File: src/rtl/sensor_sched_pkg.sv
// sensor_sched_pkg: shared state encoding, frame size and checksum helpers for the DHT11 read scheduler
package sensor_sched_pkg;
   typedef enum logic [3:0] {
      S_IDLE, S_ARB, S_START, S_WAIT_BUSY, S_WAIT_DONE, S_CHECK, S_FAIL, S_RESPOND, S_COOLDOWN
   } state_t;
   localparam int DHT_FRAME_BYTES = 5;
   function automatic logic [7:0] checksum(input logic [7:0] hi, input logic [7:0] hf, input logic [7:0] ti, input logic [7:0] tf);
      return hi + hf + ti + tf;
   endfunction
   function automatic logic frame_ok(input logic [8*DHT_FRAME_BYTES-1:0] f);
      return (checksum(f[39:32], f[31:24], f[23:16], f[15:8]) == f[7:0]) && (|f);
   endfunction
endpackage

File: src/rtl/rr_arbiter.sv
// rr_arbiter: one-hot round-robin grant, search starts just after the last granted index
module rr_arbiter #(
   parameter int N = 2
) (
   input  logic         clock,
   input  logic         reset,
   input  logic [N-1:0] req,
   input  logic         advance,
   output logic [N-1:0] gnt
);
   localparam int IW = N > 1 ? $clog2(N) : 1;
   logic [IW-1:0] last, sel_hi, sel_lo;
   logic hit_hi, hit_lo;
   // lowest requester above the last grant wins, otherwise wrap to the lowest requester overall
   always_comb begin
      sel_hi = '0;
      sel_lo = '0;
      hit_hi = 1'b0;
      hit_lo = 1'b0;
      for (int i = N - 1; i >= 0; i--) begin
         if (req[i] && i > int'(last)) begin
            sel_hi = IW'(i);
            hit_hi = 1'b1;
         end
         if (req[i]) begin
            sel_lo = IW'(i);
            hit_lo = 1'b1;
         end
      end
      gnt = hit_hi ? (N'(1) << sel_hi) : hit_lo ? (N'(1) << sel_lo) : '0;
   end
   // remember who was served so the next search starts after it
   always_ff @(posedge clock or posedge reset)
      if (reset) last <= IW'(N - 1);
      else if (advance && hit_lo) last <= hit_hi ? sel_hi : sel_lo;
endmodule

File: src/rtl/sensor_read_scheduler.sv
// sensor_read_scheduler: shares one DHT11 decoder between requesters and a periodic auto-read (SENSOR_RETRY_EN enables retries)
module sensor_read_scheduler
   import sensor_sched_pkg::*;
#(
   parameter int N_REQ          = 2,
   parameter int MIN_GAP_CYCLES = 50_000_000,
   parameter int AUTO_PERIOD    = 100_000_000,
   parameter int START_TIMEOUT  = 16,
   parameter int DONE_TIMEOUT   = 5_000_000,
   parameter int MAX_RETRY      = 2
) (
   input  logic             clock,
   input  logic             reset,
   input  logic [N_REQ-1:0] req,
   output logic [N_REQ-1:0] gnt,
   output logic [N_REQ-1:0] done,
   input  logic             auto_en,
   output logic             busy,
   output logic [7:0]       rd_hum_int,
   output logic [7:0]       rd_hum_float,
   output logic [7:0]       rd_temp_int,
   output logic [7:0]       rd_temp_float,
   output logic             rd_valid,
   output logic             rd_error,
   output logic             dec_enable,
   output logic             dec_reset,
   input  logic             dec_hold,
   input  logic [7:0]       dec_hum_int,
   input  logic [7:0]       dec_hum_float,
   input  logic [7:0]       dec_temp_int,
   input  logic [7:0]       dec_temp_float,
   input  logic [7:0]       dec_checksum
);
`ifdef SENSOR_RETRY_EN
   localparam bit RETRY_EN = 1'b1;
`else
   localparam bit RETRY_EN = 1'b0;
`endif
   localparam logic [31:0] ST_LAST  = 32'(START_TIMEOUT - 1);
   localparam logic [31:0] DT_LAST  = 32'(DONE_TIMEOUT - 1);
   localparam logic [31:0] GAP_LAST = 32'(MIN_GAP_CYCLES - 1);
   localparam logic [31:0] AP_LAST  = 32'(AUTO_PERIOD - 1);
   state_t state;
   logic [31:0] cnt, per_cnt;
   logic [3:0] retries;
   logic again, auto_pend, auto_take, advance;
   logic [N_REQ-1:0] arb_gnt;
   assign advance   = (state == S_ARB) && (|req);
   assign auto_take = (state == S_ARB) && (req == '0);
   rr_arbiter #(.N(N_REQ)) u_arb (
      .clock  (clock),
      .reset  (reset),
      .req    (req),
      .advance(advance),
      .gnt    (arb_gnt)
   );
   // periodic auto-read tick; extra ticks collapse into one pending read
   always_ff @(posedge clock or posedge reset)
      if (reset) begin
         per_cnt   <= '0;
         auto_pend <= 1'b0;
      end else if (!auto_en) begin
         per_cnt   <= '0;
         auto_pend <= 1'b0;
      end else begin
         per_cnt <= (per_cnt == AP_LAST) ? '0 : per_cnt + 32'd1;
         if (per_cnt == AP_LAST) auto_pend <= 1'b1;
         else if (auto_take) auto_pend <= 1'b0;
      end
   // transaction sequencer: arbitrate, pulse the decoder, supervise hold, validate and respond
   always_ff @(posedge clock or posedge reset)
      if (reset) begin
         state         <= S_IDLE;
         cnt           <= '0;
         retries       <= '0;
         again         <= 1'b0;
         gnt           <= '0;
         done          <= '0;
         busy          <= 1'b0;
         dec_enable    <= 1'b0;
         dec_reset     <= 1'b0;
         rd_hum_int    <= '0;
         rd_hum_float  <= '0;
         rd_temp_int   <= '0;
         rd_temp_float <= '0;
         rd_valid      <= 1'b0;
         rd_error      <= 1'b0;
      end else begin
         dec_enable <= 1'b1;
         dec_reset  <= 1'b0;
         done       <= '0;
         case (state)
            S_IDLE: if (|req || auto_pend) state <= S_ARB;
            S_ARB: begin
               gnt     <= arb_gnt;
               retries <= '0;
               if (|req || auto_pend) begin
                  state     <= S_START;
                  dec_reset <= 1'b1;
                  busy      <= 1'b1;
               end else state <= S_IDLE;
            end
            S_START: begin
               cnt   <= '0;
               state <= S_WAIT_BUSY;
            end
            S_WAIT_BUSY: begin
               cnt <= cnt + 32'd1;
               if (dec_hold) begin
                  cnt   <= '0;
                  state <= S_WAIT_DONE;
               end else if (cnt == ST_LAST) state <= S_FAIL;
            end
            S_WAIT_DONE: begin
               cnt <= cnt + 32'd1;
               if (!dec_hold) state <= S_CHECK;
               else if (cnt == DT_LAST) state <= S_FAIL;
            end
            S_CHECK:
               if (frame_ok({dec_hum_int, dec_hum_float, dec_temp_int, dec_temp_float, dec_checksum})) begin
                  rd_hum_int    <= dec_hum_int;
                  rd_hum_float  <= dec_hum_float;
                  rd_temp_int   <= dec_temp_int;
                  rd_temp_float <= dec_temp_float;
                  rd_valid      <= 1'b1;
                  rd_error      <= 1'b0;
                  done          <= gnt & req;
                  state         <= S_RESPOND;
               end else state <= S_FAIL;
            S_FAIL:
               if (RETRY_EN && int'(retries) < MAX_RETRY) begin
                  retries <= retries + 4'd1;
                  again   <= 1'b1;
                  cnt     <= '0;
                  state   <= S_COOLDOWN;
               end else begin
                  rd_valid <= 1'b0;
                  rd_error <= 1'b1;
                  done     <= gnt & req;
                  state    <= S_RESPOND;
               end
            S_RESPOND: begin
               gnt   <= '0;
               cnt   <= '0;
               state <= S_COOLDOWN;
            end
            S_COOLDOWN: begin
               cnt <= cnt + 32'd1;
               if (cnt == GAP_LAST) begin
                  cnt   <= '0;
                  again <= 1'b0;
                  if (again) begin
                     state     <= S_START;
                     dec_reset <= 1'b1;
                  end else begin
                     busy  <= 1'b0;
                     state <= S_IDLE;
                  end
               end
            end
            default: state <= S_IDLE;
         endcase
      end
endmodule

File: config.mk
export PLATFORM = sky130hd
export DESIGN_NAME = sensor_read_scheduler
export DESIGN_NICKNAME = d
export VERILOG_FILES = /design/src/rtl/sensor_sched_pkg.sv /design/src/rtl/rr_arbiter.sv /design/src/rtl/sensor_read_scheduler.sv
export SDC_FILE = /design/constraint.sdc
export NUM_CORES = 1
export LEC_CHECK = 0
export CORE_MARGIN = 3
export CORE_UTILIZATION = 50
export DETAILED_ROUTE_END_ITERATION = 8
export PLACE_DENSITY = 0.77
export SYNTH_ARGS = -nofsm -noshare
export SYNTH_HDL_FRONTEND = slang
export SYNTH_HIERARCHICAL = 1
export SYNTH_SLANG_ARGS = --single-unit
export TNS_END_PERCENT = 1
File: constraint.sdc
create_clock -name clock -period 3.6 [get_ports clock]
set_input_delay 0.9 -clock clock [delete_from_list [all_inputs] [get_ports clock]]
set_output_delay 0.9 -clock clock [all_outputs]
set_load 0.03 [all_outputs]
======== Word-level counts from Yosys, hierarchy flattened ========
Index checks and enable logic that the tools add are counted.
storage, ports and cells
  word-level logic and storage cells ...... 100
  register bits ........................... 111
  input port bits ......................... 46
  output and inout bits ................... 41
operators by class
  magnitude comparators ................... 1
  shift operators ......................... 2
  reduce and logical (&&, ||, !) cells .... 19
  bitwise logic cells ..................... 1
  add/subtract/negate cells ............... 5
  equality and inequality tests ........... 20
  muxes and demuxes ....................... 36
operators by type and width
  operator                                               number
  two-way mux 32 bit                                     4
  case mux 32 bit (4 select lines)                       1
  adder 32 x 1 -> 32 bit, second input constant          2
  OR reduction 40 bit                                    1
  case mux 4 bit (9 select lines)                        1
  equality test 32 x 23 -> 1 bit, second input constant  1
  equality test 32 x 26 -> 1 bit, second input constant  1
  equality test 32 x 27 -> 1 bit, second input constant  1
  equality test 32 x 4 -> 1 bit, second input constant   1
  adder 8 bit                                            3
  two-way mux 4 bit                                      6
  equality test 4 x 3 -> 1 bit, second input constant    4
  two-way mux 1 bit                                      15
  equality test 4 x 2 -> 1 bit, second input constant    2
  equality test 8 bit                                    1
  two-way mux 2 bit                                      4
  case mux 2 bit (2 select lines)                        2
  inequality test 2 bit, second input constant           3
  inequality test 3 bit, second input constant           2
  case mux 1 bit (2 select lines)                        3
  nonzero test 2 bit                                     3
  logical AND 1 bit                                      5
  equality test 4 x 1 -> 1 bit, second input constant    1
  equality test 4 bit, second input constant             1
  13 further kinds                                       16

======== Depth between registers and ports, before layout ========
  depth in word-level cells ............... 7
  depth in mapped cells ................... 13
  depth with buffers taken out ............ 12

======== Hierarchy ========
The synthesis kept the hierarchy.
modules (own cells, without submodules)
  module                 area an instance (sq um)  seq. area each (sq um)  cells an instance  times used
  sensor_read_scheduler  6120.9                    2752.6                  584                1
  rr_arbiter             60.1                      26.3                    7                  1

======== Worst setup path after synthesis ========
No wires, ideal clock.
  path kind ............................... input-to-reg
  start point ............................. in dec_hum_int[1]
  end point ............................... reg rd_hum_float[0]
  path slack .............................. -0.541 ns
  stages on the path ...................... 13
  library setup time ...................... 0.125 ns
  path buffers ............................ 1
  arrival ................................. 4.016 ns
  data required time ...................... 3.475 ns
  path through ............................ fa_1 inv_1 fa_1 inv_1 ha_1 fa_1 a21o_1 a21oi_1 o21ai_0 xnor2_1 nand4_4 buf_6 mux2_4
between the ends
  cells in the longest elaborated chain, start to end .. 6
  elaborated cells between the ends (all ways) .. 7
  those cells by class .................... add/sub: 3; eq/ne: 1; reduce/logical: 3
ends and longest elaborated chain
  item                                    line                          RTL
  start: declaration                      sensor_read_scheduler.sv:28   input logic [7:0] dec_hum_int,
  adder 8 bit (3 in a row)                sensor_sched_pkg.sv:8         return hi + hf + ti + tf;
  equality test 8 bit                     sensor_sched_pkg.sv:11        return (checksum(f[39:32], f[31:24], f[23:16], f[15:8]) == f[7:0]) && (|f);
  logical AND 1 bit *                     sensor_sched_pkg.sv:11
  AND reduction 2 bit (no source line) *  --
  end signal: assignment                  sensor_read_scheduler.sv:122  rd_hum_float <= dec_hum_float;
  end: declaration                        sensor_read_scheduler.sv:20   output logic [7:0] rd_hum_float,
Every way passes the cells marked *; elsewhere a longest branch is shown, timed or not.
A chain may end at the register's enable or synchronous reset.

======== Worst setup path after layout ========
  start point ............................. in dec_hum_int[4]
  end point ............................... reg rd_hum_float[1]
Same word-level chain as after synthesis.

==> metrics.txt <==
status complete, but fails checks; failing checks negative setup slack; Sink Count 111; ratio of cells with drive above 1 in the final layout 17.2%; hold depth 1; fin nets 783; final slew viol count 0; VDD IR-drop max 222 uV; Fillers 847; drt total wl 16600 um; io pins 87; Critical Path Stages 12; number of global-route vias before repair 5082; Leak 3.57 nW; Worst EP required 3.83 ns; Crit Path Max Fanout 5; DP Area 7460 um^2; initial antenna violation count 0; grt ovf 0; r2r endpoint rd_hum_float[1]; port bufs 86; Avg Inst Size Synth 10.5 um^2; fin crit period 4.19 ns; die extent in x 117 um; Endpoint, Worst Hold rd_error; crit start category input port; most used flip-flop cell after synthesis dfrtp_1; drt drc 0; drt wl/cell 18.8 um; max-capacitance violation count 0; worst slack, placed -1.01 ns; most frequent cell on the critical path fa_1; hold-fix buffers at CTS 0; distinct cell type count after synthesis 62; R2R depth 8; CP cell instances clkdlybuf4s50_1 > fa_1 > fa_1 > ha_1 > o21ai_0 > o21bai_1 > a21oi_2 > xnor2_1 > nand4_4 > buf_8 > buf_16 > mux2_4; antenna viol nets, final 0; count leader, synth dfrtp_1; Power Density 347 nW/um^2; period utilization 116%; CTS Buf Count 9; sequential fraction of the synthesis area 45.0%; highest-delay cell along the critical path fa_1; critical path's top delay family adder cells; synth cell count leaders dfrtp_1 (110), nor2_1 (90), xor2_1 (44), xnor2_1 (34), nand2_1 (33); final RePlAce weighted congestion 0.911; TritonRoute pass-1 iters 5; row count 39; htree depth 3; RSZ-0062 raised after global routing yes; half-perimeter wire length after detailed placement 11200 um; asr flop ratio synth 100%; Yosys reg bits 111; Worst Max-Slew Pin Slew 0.713 ns; CP Class input port to flop; Final Setup Violations 37; R2R Setup Slk 0.78 ns; first-pass GRT wire length 26100 um; gate count of the mapped netlist 591; Initial Utilization 52.6%; setup ws final -0.590 ns; type of the worst min-delay path flop to flop; post-synthesis net count 660; P&R area growth vs syn 28.6%; warnings from Yosys 6; Avg Vias per Cell 5.73; Finished Core Util 67.6%; Hold Fails Final Rpt 0; CP max stage delay 0.62 ns; top post-synthesis cells by area dfrtp_1 (45%), xor2_1 (6.2%), mux2_4 (6.1%); CTS clk-pin slew, worst paths 0.07 ns; largest net degree at the start of global routing 74; hold path start rd_error; CTS Buffer Depth 2; die area 13700 um^2; Clk Latency, worst-skew pair 0.35 ns; share of the synthesized area in the top cell type 44.5%; EDFF count, synth 0; Syn Std Cell Area 6180 um^2; Die Y 117 um; clock skew 0.00614 ns; crit path capture type flop; Core ar. 11800 um^2; worst r2r src state[0]; diode count 0; vias 5064; DRT iter0 DRCs 528; Worst Path Buf+Inv 3; cell taking the most area after synthesis dfrtp_1; root buf cell clkbuf_16; Max-slew headroom 52.1%; Critical Path AT 4.42 ns; Final Instance Area 7950 um^2; FMAX 0.239 GHz; CTS tree done; setup TNS -19.98 ns; gr usage total 24.2%
## kinds of logic after synthesis
group / count (synthesis) / synth area share, %
flops: 111 / 45.0
mux: 33 / 7.53
compound gates: 47 / 5.63
xor+xnor: 78 / 11.1
fa+ha+maj: 23 / 6.36
other cells: 1 / 0.0607
simple gates: 259 / 21.5
buf+inv: 39 / 2.91
## sequential cells by signal (all words and copies together), names as in the netlist, 2 cells and up
signal	cells
cnt	32
rd_hum_int	8
rd_temp_int	8
state	4
per_cnt	32
done	2
rd_hum_float	8
gnt	2
rd_temp_float	8
## how the worst max path moves through the flow
stage                          from               to  slack, ns
global route         dec_hum_int[4]  rd_hum_float[3]      -0.63
CTS                 dec_temp_int[1]  rd_hum_float[0]      -0.45
global placement     dec_hum_int[1]  rd_hum_float[6]      -0.91
detailed placement   dec_hum_int[1]  rd_hum_float[7]      -1.01
finish               dec_hum_int[4]  rd_hum_float[1]      -0.59
floorplan            dec_hum_int[1]  rd_hum_float[0]      -0.41
## report_power, final
| group | switching, mW | internal [mW] |
|---|---|---|
| Clock | 0.471 | 0.513 |
| Combinational | 0.280 | 0.242 |
| Sequential | 0.00341 | 1.25 |
## routing by layer
metal | track usage (%) | share of wire [%] | up-vias
li1 | - | - | 2302
met1 | 32.9 | 42 | 2525
met2 | 40.2 | 49 | 197
met3 | 3.96 | 6.1 | 40
met4 | 7.34 | 3.2 | 0
met5 | 0 | 0 | -
## worst reg2reg max path: stages (launching register included)
cell,delay (ns)
dfrtp_1,0.63
inv_1,0.19
nor4_1,0.54
nand4_1,0.22
nor3_2,0.30
nand4_4,0.19
buf_8,0.20
buf_16,0.14
mux2_4,0.31
## metrics by stage
step	power (mW)	hold WS, ns	std cells
after floorplan	1.54	0.455	591
after global placement	1.71	0.468	858
after detailed placement	1.72	0.466	858
after CTS	2.71	0.485	882
after global routing	2.86	0.510	883
final	2.76	0.484	883
## timing repair
| action | CTS | global route |
|---|---|---|
| buffers inserted | 6 | 1 |
| gates cloned | 2 | 0 |
| pin swaps | 12 | 9 |
| endpoints found under the setup margin | 37 | 37 |
| gates resized for setup | 32 | 11 |
## layout by cell type (no fill, tap or decap), types with 3 or more instances in the layout
| cell | instances |
|---|---|
| dfrtp_1 | 110 |
| a21oi_2 | 6 |
| nor3_1 | 15 |
| xnor2_1 | 33 |
| nand3b_1 | 4 |
| inv_2 | 4 |
| nand2_1 | 33 |
| and2_1 | 8 |
| clkdlybuf4s50_1 | 77 |
| inv_1 | 16 |
| nand2b_1 | 5 |
| o21ai_0 | 8 |
| buf_8 | 3 |
| nand3_1 | 23 |
| fa_1 | 12 |
| buf_4 | 34 |
| clkbuf_16 | 9 |
| mux2_4 | 25 |
| dlygate4sd2_1 | 6 |
| and4_1 | 5 |
| buf_12 | 5 |
| nor3b_1 | 3 |
| nor4_1 | 22 |
| and3_1 | 12 |
| nand4_1 | 25 |
| mux2_2 | 8 |
| xor2_1 | 44 |
| a21oi_1 | 5 |
| nor2b_1 | 3 |
| ha_1 | 7 |
| nor2_1 | 89 |
## area by class of cell
type                       count  area [um^2]  share of cell area [%]
inverter                      21         81.3                    1.02
multi-input combinational    441         3290                    41.3
tap                          164          205                    2.58
clock inverter                 5         38.8                   0.488
clock buffer                  11          253                    3.18
sequential                   111         2780                    35.0
timing repair buffer         130         1310                    16.4
Note: power is estimated with default switching activity, not from simulation.
